## config.mk

```make
export PLATFORM = sky130hd
export DESIGN_NAME = riscv_multicycle_controller
export DESIGN_NICKNAME = d
export VERILOG_FILES = /design/src/rtl/riscv_multicycle_controller.sv
export SDC_FILE = /design/constraint.sdc
export NUM_CORES = 1
export LEC_CHECK = 0
export ABC_AREA = 1
export CORE_MARGIN = 4
export CORE_UTILIZATION = 36
export DETAILED_ROUTE_END_ITERATION = 8
export PLACE_DENSITY = 0.76
export SYNTH_ARGS = -nofsm -noshare
export SYNTH_HDL_FRONTEND = slang
export SYNTH_SLANG_ARGS = --single-unit
```

## constraint.sdc

```tcl
create_clock -name clk -period 1.4 [get_ports clk]
set_clock_uncertainty 0.05 [all_clocks]
set_input_delay 0.28 -clock clk [delete_from_list [all_inputs] [get_ports clk]]
set_output_delay 0.28 -clock clk [all_outputs]
set_load 0.02 [all_outputs]
```

## src/rtl/riscv_multicycle_controller.sv

```systemverilog
// Multi-cycle RV32I control unit: decodes op/funct3/funct7 from IR and
// sequences the shared-memory, shared-ALU datapath one state per cycle.
module riscv_multicycle_controller #(
  parameter logic [3:0] RESET_STATE = 4'd0
) (
  input  logic       clk,
  input  logic       rst,
  input  logic [6:0] op,
  input  logic [2:0] funct3,
  input  logic [6:0] funct7,
  input  logic       Zero,
  output logic       PCWrite,
  output logic       AdrSrc,
  output logic       MemWrite,
  output logic       IRWrite,
  output logic [1:0] ResultSrc,
  output logic [1:0] ALUSrcA,
  output logic [1:0] ALUSrcB,
  output logic [2:0] ALUControl,
  output logic [2:0] ImmSrc,
  output logic       RegWrite,
  output logic       instr_done,
  output logic       illegal
);

  localparam logic [3:0] S_FETCH    = 4'd0;
  localparam logic [3:0] S_DECODE   = 4'd1;
  localparam logic [3:0] S_MEMADR   = 4'd2;
  localparam logic [3:0] S_MEMREAD  = 4'd3;
  localparam logic [3:0] S_MEMWB    = 4'd4;
  localparam logic [3:0] S_MEMWRITE = 4'd5;
  localparam logic [3:0] S_EXECR    = 4'd6;
  localparam logic [3:0] S_EXECI    = 4'd7;
  localparam logic [3:0] S_ALUWB    = 4'd8;
  localparam logic [3:0] S_BRANCH   = 4'd9;
  localparam logic [3:0] S_JAL      = 4'd10;
  localparam logic [3:0] S_JALR1    = 4'd11;
  localparam logic [3:0] S_JALR2    = 4'd12;
  localparam logic [3:0] S_LUI      = 4'd13;
  localparam logic [3:0] S_ILLEGAL  = 4'd14;

  localparam logic [6:0] OP_LW   = 7'b0000011;
  localparam logic [6:0] OP_SW   = 7'b0100011;
  localparam logic [6:0] OP_R    = 7'b0110011;
  localparam logic [6:0] OP_I    = 7'b0010011;
  localparam logic [6:0] OP_B    = 7'b1100011;
  localparam logic [6:0] OP_JAL  = 7'b1101111;
  localparam logic [6:0] OP_JALR = 7'b1100111;
  localparam logic [6:0] OP_LUI  = 7'b0110111;

  localparam logic [2:0] ALU_ADD = 3'b000;
  localparam logic [2:0] ALU_SUB = 3'b001;
  localparam logic [2:0] ALU_AND = 3'b010;
  localparam logic [2:0] ALU_OR  = 3'b011;
  localparam logic [2:0] ALU_SLT = 3'b101;

  localparam logic [2:0] IMM_I = 3'b000;
  localparam logic [2:0] IMM_S = 3'b001;
  localparam logic [2:0] IMM_B = 3'b010;
  localparam logic [2:0] IMM_J = 3'b011;
  localparam logic [2:0] IMM_U = 3'b100;

  logic [3:0] state_q, state_d;

  // Instruction-field decode shared by next-state and output logic
  logic [2:0] imm_dec;
  logic       r_legal, i_legal, br_legal, br_taken;
  logic [2:0] r_alu, i_alu, br_alu;

  // Internal, ungated versions of the write enables
  logic       pc_update, branch, adr_s, memwrite_s, irwrite_s, regwrite_s, done_s, ill_s;
  logic [1:0] result_s, srca_s, srcb_s;
  logic [2:0] alu_s, imm_s;

  // State register; reset returns to FETCH immediately
  always_ff @(posedge clk or negedge rst) begin
    if (!rst) state_q <= RESET_STATE;
    else      state_q <= state_d;
  end

  // Decode immediate format, ALU operation and legality from IR fields
  always_comb begin
    imm_dec = IMM_I;
    case (op)
      OP_SW:   imm_dec = IMM_S;
      OP_B:    imm_dec = IMM_B;
      OP_JAL:  imm_dec = IMM_J;
      OP_LUI:  imm_dec = IMM_U;
      default: imm_dec = IMM_I;
    endcase

    r_legal = 1'b1;
    r_alu   = ALU_ADD;
    case (funct3)
      3'b000: begin
        if (funct7 == 7'b0000000)      r_alu = ALU_ADD;
        else if (funct7 == 7'b0100000) r_alu = ALU_SUB;
        else                           r_legal = 1'b0;
      end
      3'b111:  r_alu = ALU_AND;
      3'b110:  r_alu = ALU_OR;
      3'b010:  r_alu = ALU_SLT;
      default: r_legal = 1'b0;
    endcase

    i_legal = 1'b1;
    i_alu   = ALU_ADD;
    case (funct3)
      3'b000:  i_alu = ALU_ADD;
      3'b111:  i_alu = ALU_AND;
      3'b110:  i_alu = ALU_OR;
      3'b010:  i_alu = ALU_SLT;
      default: i_legal = 1'b0;
    endcase

    // slt yields 1 (nonzero) when rs1<rs2, so blt takes on ~Zero
    br_legal = 1'b1;
    br_alu   = ALU_SUB;
    br_taken = Zero;
    case (funct3)
      3'b000: begin br_alu = ALU_SUB; br_taken = Zero;  end
      3'b001: begin br_alu = ALU_SUB; br_taken = ~Zero; end
      3'b100: begin br_alu = ALU_SLT; br_taken = ~Zero; end
      3'b101: begin br_alu = ALU_SLT; br_taken = Zero;  end
      default: br_legal = 1'b0;
    endcase
  end

  // Next-state selection
  always_comb begin
    state_d = S_FETCH;
    case (state_q)
      S_FETCH:  state_d = S_DECODE;
      S_DECODE: begin
        case (op)
          OP_LW, OP_SW: state_d = S_MEMADR;
          OP_R:         state_d = S_EXECR;
          OP_I:         state_d = S_EXECI;
          OP_B:         state_d = S_BRANCH;
          OP_JAL:       state_d = S_JAL;
          OP_JALR:      state_d = S_JALR1;
          OP_LUI:       state_d = S_LUI;
          default:      state_d = S_ILLEGAL;
        endcase
      end
      S_MEMADR: begin
        if (op == OP_SW)      state_d = S_MEMWRITE;
        else if (op == OP_LW) state_d = S_MEMREAD;
        else                  state_d = S_FETCH;
      end
      S_MEMREAD:  state_d = S_MEMWB;
      S_MEMWB:    state_d = S_FETCH;
      S_MEMWRITE: state_d = S_FETCH;
      S_EXECR:    state_d = r_legal ? S_ALUWB : S_ILLEGAL;
      S_EXECI:    state_d = i_legal ? S_ALUWB : S_ILLEGAL;
      S_ALUWB:    state_d = S_FETCH;
      S_BRANCH:   state_d = br_legal ? S_FETCH : S_ILLEGAL;
      S_JAL:      state_d = S_ALUWB;
      S_JALR1:    state_d = (funct3 == 3'b000) ? S_JALR2 : S_ILLEGAL;
      S_JALR2:    state_d = S_FETCH;
      S_LUI:      state_d = S_FETCH;
      S_ILLEGAL:  state_d = S_ILLEGAL;
      default:    state_d = S_FETCH;
    endcase
  end

  // Per-state mux selects and (ungated) enables
  always_comb begin
    pc_update  = 1'b0;
    branch     = 1'b0;
    adr_s      = 1'b0;
    memwrite_s = 1'b0;
    irwrite_s  = 1'b0;
    regwrite_s = 1'b0;
    done_s     = 1'b0;
    ill_s      = 1'b0;
    result_s   = 2'b00;
    srca_s     = 2'b00;
    srcb_s     = 2'b00;
    alu_s      = ALU_ADD;
    imm_s      = imm_dec;
    case (state_q)
      S_FETCH: begin
        irwrite_s = 1'b1;
        srcb_s    = 2'b10;
        result_s  = 2'b10;
        pc_update = 1'b1;
      end
      S_DECODE: begin
        srca_s = 2'b01;
        srcb_s = 2'b01;
      end
      S_MEMADR: begin
        srca_s = 2'b10;
        srcb_s = 2'b01;
      end
      S_MEMREAD: adr_s = 1'b1;
      S_MEMWB: begin
        result_s   = 2'b01;
        regwrite_s = 1'b1;
        done_s     = 1'b1;
      end
      S_MEMWRITE: begin
        adr_s      = 1'b1;
        memwrite_s = 1'b1;
        done_s     = 1'b1;
      end
      S_EXECR: begin
        srca_s = 2'b10;
        srcb_s = 2'b00;
        alu_s  = r_alu;
      end
      S_EXECI: begin
        srca_s = 2'b10;
        srcb_s = 2'b01;
        alu_s  = i_alu;
      end
      S_ALUWB: begin
        regwrite_s = 1'b1;
        done_s     = 1'b1;
      end
      // An unsupported branch funct3 must not redirect the PC
      S_BRANCH: begin
        srca_s = 2'b10;
        srcb_s = 2'b00;
        if (br_legal) begin
          alu_s  = br_alu;
          branch = 1'b1;
          done_s = 1'b1;
        end
      end
      S_JAL: begin
        srca_s    = 2'b01;
        srcb_s    = 2'b10;
        pc_update = 1'b1;
      end
      S_JALR1: begin
        srca_s    = 2'b10;
        srcb_s    = 2'b01;
        imm_s     = IMM_I;
        result_s  = 2'b10;
        pc_update = (funct3 == 3'b000);
      end
      S_JALR2: begin
        srca_s     = 2'b01;
        srcb_s     = 2'b10;
        result_s   = 2'b10;
        regwrite_s = 1'b1;
        done_s     = 1'b1;
      end
      S_LUI: begin
        imm_s      = IMM_U;
        result_s   = 2'b11;
        regwrite_s = 1'b1;
        done_s     = 1'b1;
      end
      S_ILLEGAL: ill_s = 1'b1;
      default: ;
    endcase
  end

  // Enables are masked by rst so an asserted reset kills this cycle's writes at once
  assign PCWrite    = rst & (pc_update | (branch & br_taken));
  assign MemWrite   = rst & memwrite_s;
  assign IRWrite    = rst & irwrite_s;
  assign RegWrite   = rst & regwrite_s;
  assign instr_done = rst & done_s;
  assign illegal    = ill_s;
  assign AdrSrc     = adr_s;
  assign ResultSrc  = result_s;
  assign ALUSrcA    = srca_s;
  assign ALUSrcB    = srcb_s;
  assign ALUControl = alu_s;
  assign ImmSrc     = imm_s;

endmodule
```

==> summary.txt, run 1 <==
Run status
  • Status: aborted with a tool error
  • Exit stage: global routing
  • Tool error: [ERROR DPL-0038] Utilization greater than 100%, impossible to legalize

Die
  • Die Ht: 54.9 um
  • Row count: 16
  • Initial core utilization: between 30% and 40%
  • Ports: 39
  • Die extent in x: 54.9 um

Synth
  • Synth cell types: 20
  • Number of flops mapped to enable cells by yosys: 0
  • Avg Cell Area, Syn: 5.01 um^2
  • Post-Syn Instances: approximately 160
  • Part of the Yosys area used for sequential elements: 12.6%
  • Mapped Nets: 178
  • Mapped Area: 792 um^2
  • Asr flop ratio synth: 100%
  • Synth area leader: nand2_1
  • Post-synth top area share: 23.2%
  • Yosys reg bits: 4
  • Main area contributors after synthesis: nand2_1 (23%), inv_1 (13%), nor2_1 (13%)
  • Warnings, synthesis: 0
  • Synth Flop Type: dfrtp_1

GRT
  • Pin count of the biggest net entering global routing: 7

STA
  • WEP type: primary output
  • Last worst endpoint in the global-route repair_timing: ALUControl[0]

Place
  • Placed Area: 1650 um^2
  • Post-DP HPWL: 2.92 mm
  • Port Buf Inserts: 38
  • Place WS: -1.00 ns
  • GP Congestion: 0.922

Clock network
  • CTS max path bufs: 2
  • Clk root buf: clkbuf_4
  • Sink Count: 4
  • Cts hold-fix bufs: 0
  • TritonCTS buffer count: 3
  • H-Tree Depth: 1
kinds of logic after synthesis:
group | after synthesis | synth area share (%)
and+or+nand+nor | 111 | 62.9
buffers and inverters | 30 | 14.2
AOI/OAI and AO/OA | 12 | 9.16
DFF | 4 | 12.6
xor gates and xnor gates | 1 | 1.11
cells in the mapped netlist, drive strengths merged (2+ instances only):
cell   number
nand3      18
nand2      53
a31oi       3
nor2       32
a21oi       4
nand4       4
inv        30
dfrtp       4
nor3        3
o21ai       2
through the flow:
step / cells / hold slack (ns)
4_1_cts: 285 / 0.277
3_3_place_gp: 274 / 0.528
3_5_place_dp: 274 / 0.528
2_1_floorplan: 158 / -0.0656
repair_timing:
action | 4_1_cts
hold endpoints to repair | 0
endpoints found under the setup margin | 22
gates resized for setup | 155
buffers inserted | 8
pin swaps | 11
==> inputs of run 2 (changes only) <==
CORE_AREA = 4 4 65 67   (was unset)
CORE_MARGIN = unset   (was 4)
CORE_UTILIZATION = unset   (was 36)
DIE_AREA = 0 0 69 71   (was unset)
PLACE_DENSITY = unset   (was 0.76)
PLACE_DENSITY_LB_ADDON = 0.15   (was unset)
clock period = 1.8 ns   (was 1.4 ns; I/O delays follow)
==> summary.txt, run 2 <==
Run status
  • Status: finished with violations
  • Violated checks: negative setup slack

Routing
  • Residual DRC: 0
  • Starting DRC count in detailed routing: a little under 60
  • Pre-antenna DRT Iters: 4
  • DRT antenna net count: 0
  • Final wirelength: 3.48 mm
  • Vias per cell: between 4 and 5
  • Wire per inst: 11.2 um
  • Via count: 1361

GRT
  • First-pass GRT wire length: 5.55 mm
  • GRT overflow: 0
  • Pin count of the biggest net entering global routing: 7
  • Initial antenna violation count: 0
  • Gr usage total: 13.1%
  • Vias in the first global route: 1352

Die
  • Ports: 39 (unchanged)
  • Die Ht: 71 um (+29%)
  • Die Area: 4900 um^2
  • Initial core utilization: 21.8% (-17 points)
  • CORE AREA: between 3000 and 4000 um^2
  • Row count: 22 (+6)
  • Die extent in x: 69 um (+26%)

STA
  • Max Slew Vio Count: 0
  • Final setup margin: -0.0699 ns
  • Setup Viol. Count Final: 3
  • Relative slew slack: 83.2%
  • Final hold violation count: 0
  • RSZ-0062 raised after global routing: true
  • Crit share post-route: 104%
  • Fin crit period: 1.87 ns
  • Achievable Freq: 535 MHz
  • Final setup TNS: -0.123 ns
  • Worst Tran Pin Value: about 0.25 ns
  • Minimum hold slack: just under 0.4 ns

Power and ir drop
  • Pwr Density: 210 nW/um^2
  • Static leakage: between 1 and 1.5 nW
  • Peak supply drop: 131 uV
  • Total power: approximately 0.40 mW

Clock network
  • Worst-Skew Late Latency: 0.21 ns
  • TritonCTS buffer count: 3 (unchanged)
  • CTS tree: yes
  • Cts hold-fix bufs: 0 (unchanged)
  • Worst-path clk slew: 0.03 ns
  • CTS max path bufs: 2 (unchanged)
  • Clk root buf: clkbuf_8
  • Sink Count: 4 (unchanged)
  • H-Tree Depth: 1 (unchanged)

Layout
  • Finished Core Util: 52.4%
  • Net count reported at finish: 284
  • Biggest register: state_q
  • Leading cell type in the layout, fill and taps excluded: buf_4
  • Top Registers: state_q x4
  • Max FFs per register: 4
  • Layout area overhead: 140%
  • Antenna diodes: 0
  • Share of layout cells above drive strength 1: a little over half
  • Most frequent cells in the layout: buf_4 (67), nand2_1 (37), nor2_1 (18)

Synth
  • Main area contributors after synthesis: nand2_1 (23%), inv_1 (13%), nor2_1 (13%)
  • Avg Cell Area, Syn: 5.01 um^2 (unchanged)
  • Mapped Area: 792 um^2 (unchanged)
  • Part of the Yosys area used for sequential elements: 12.6% (unchanged)
  • Synth cell types: 20 (unchanged)
  • Cell with the most instances after synthesis: nand2_1
  • Synth Flop Type: dfrtp_1
  • Mapped Nets: 178 (unchanged)
  • Post-synth top cells: nand2_1 (49), inv_1 (27), nor2_1 (27), nand3_1 (17)
  • Warnings, synthesis: 0 (unchanged)
  • Number of flops mapped to enable cells by yosys: 0 (unchanged)
  • Synth area leader: nand2_1
  • Yosys reg bits: 4 (unchanged)
  • Post-synth top area share: 23.2% (unchanged)
  • Asr flop ratio synth: 100% (unchanged)
  • Post-Syn Instances: 158 (unchanged)

Place
  • Post-DP HPWL: 2.64 mm (-9.5%)
  • GP Congestion: 0.910 (-1.2%)
  • Port Buf Inserts: 38 (unchanged)

Setup path
  • Worst-path maximum fanout: 3
  • Critical path class: flop to primary output
  • CP required: 1.39 ns
  • Startpoint type of the worst setup path: flop
  • Worst EP arrival: 1.46 ns
  • Endpoint class of the critical path: primary output

Flow run
  • Max-cap violation count: 0

Worst hold path
  • HP Class: input pin to async pin
run 2: cell counts after synthesis:
Identical to the previous run, type by type.
run 2: critical path, stage by stage (launching register included):
cell	delay [ns]
dfrtp_2	0.44
buf_6	0.14
nand2_4	0.07
buf_4	0.11
inv_2	0.03
nand2_1	0.10
o31ai_1	0.08
nand2_1	0.08
nand3_2	0.08
buf_6	0.13
run 2: path summary, 6_finish.rpt:
check | slack [ns] | end | startpoint | depth (start not counted)
worst max-delay path | -0.07 | ALUControl[0] | state_q[0] | 9
worst max register to register | 0.21 | state_q[2] | state_q[3] | 11
worst min-delay path | 0.39 | state_q[2] | rst | 2
min in group clk | 0.55 | state_q[3] | funct3[1] | 5
max in group asynchronous | 1.20 | state_q[0] | rst | 2
worst min register to register | 0.79 | state_q[1] | state_q[1] | 5
run 2: metal layers:
metal  part of all wire [%]  vias up  track usage [%]
li1                       -      707                -
met1                     40      619             13.5
met4                   0.60        0             3.04
met2                     54       33             26.1
met5                      0        -                0
met3                    5.7        2             3.27
run 2: cell type report:
type | instances | area [um^2]
fillers | 364 | 1730
well taps | 48 | 60.1
flip-flops and latches | 4 | 103
clock buffers | 3 | 41.3
multi-input cells | 124 | 758
repair buffers | 101 | 818
inverters | 30 | 123
run 2: power by group:
part | internal (mW) | switching [mW]
clock | 0.142 | 0.0380
combinational | 0.0705 | 0.0583
sequential | 0.0906 | 0
run 2: logic make-up after synthesis:
logic type	Yosys count	share of synthesized area, %
AOI/OAI and AO/OA	12	9.16
xor gates and xnor gates	1	1.11
buffers and inverters	30	14.2
DFF	4	12.6
and+or+nand+nor	111	62.9
run 2: repair_timing:
| action | CTS | global route |
|---|---|---|
| gates resized for setup | 122 | 65 |
| endpoints found under the hold margin | 0 | 0 |
| pin swaps | 8 | 17 |
| endpoints found under the setup margin | 19 | 21 |
| buffers inserted | 6 | 5 |
run 2: through the flow:
step	setup WS, ns	std cells	cell area (um^2)
floorplan	0.0545	158	792
global placement	-0.705	296	1620
detailed placement	-0.780	296	1620
CTS	-0.0537	305	1710
global route	-0.139	310	1900
finish	-0.0699	310	1900
Note: power is estimated with default switching activity, not from simulation.
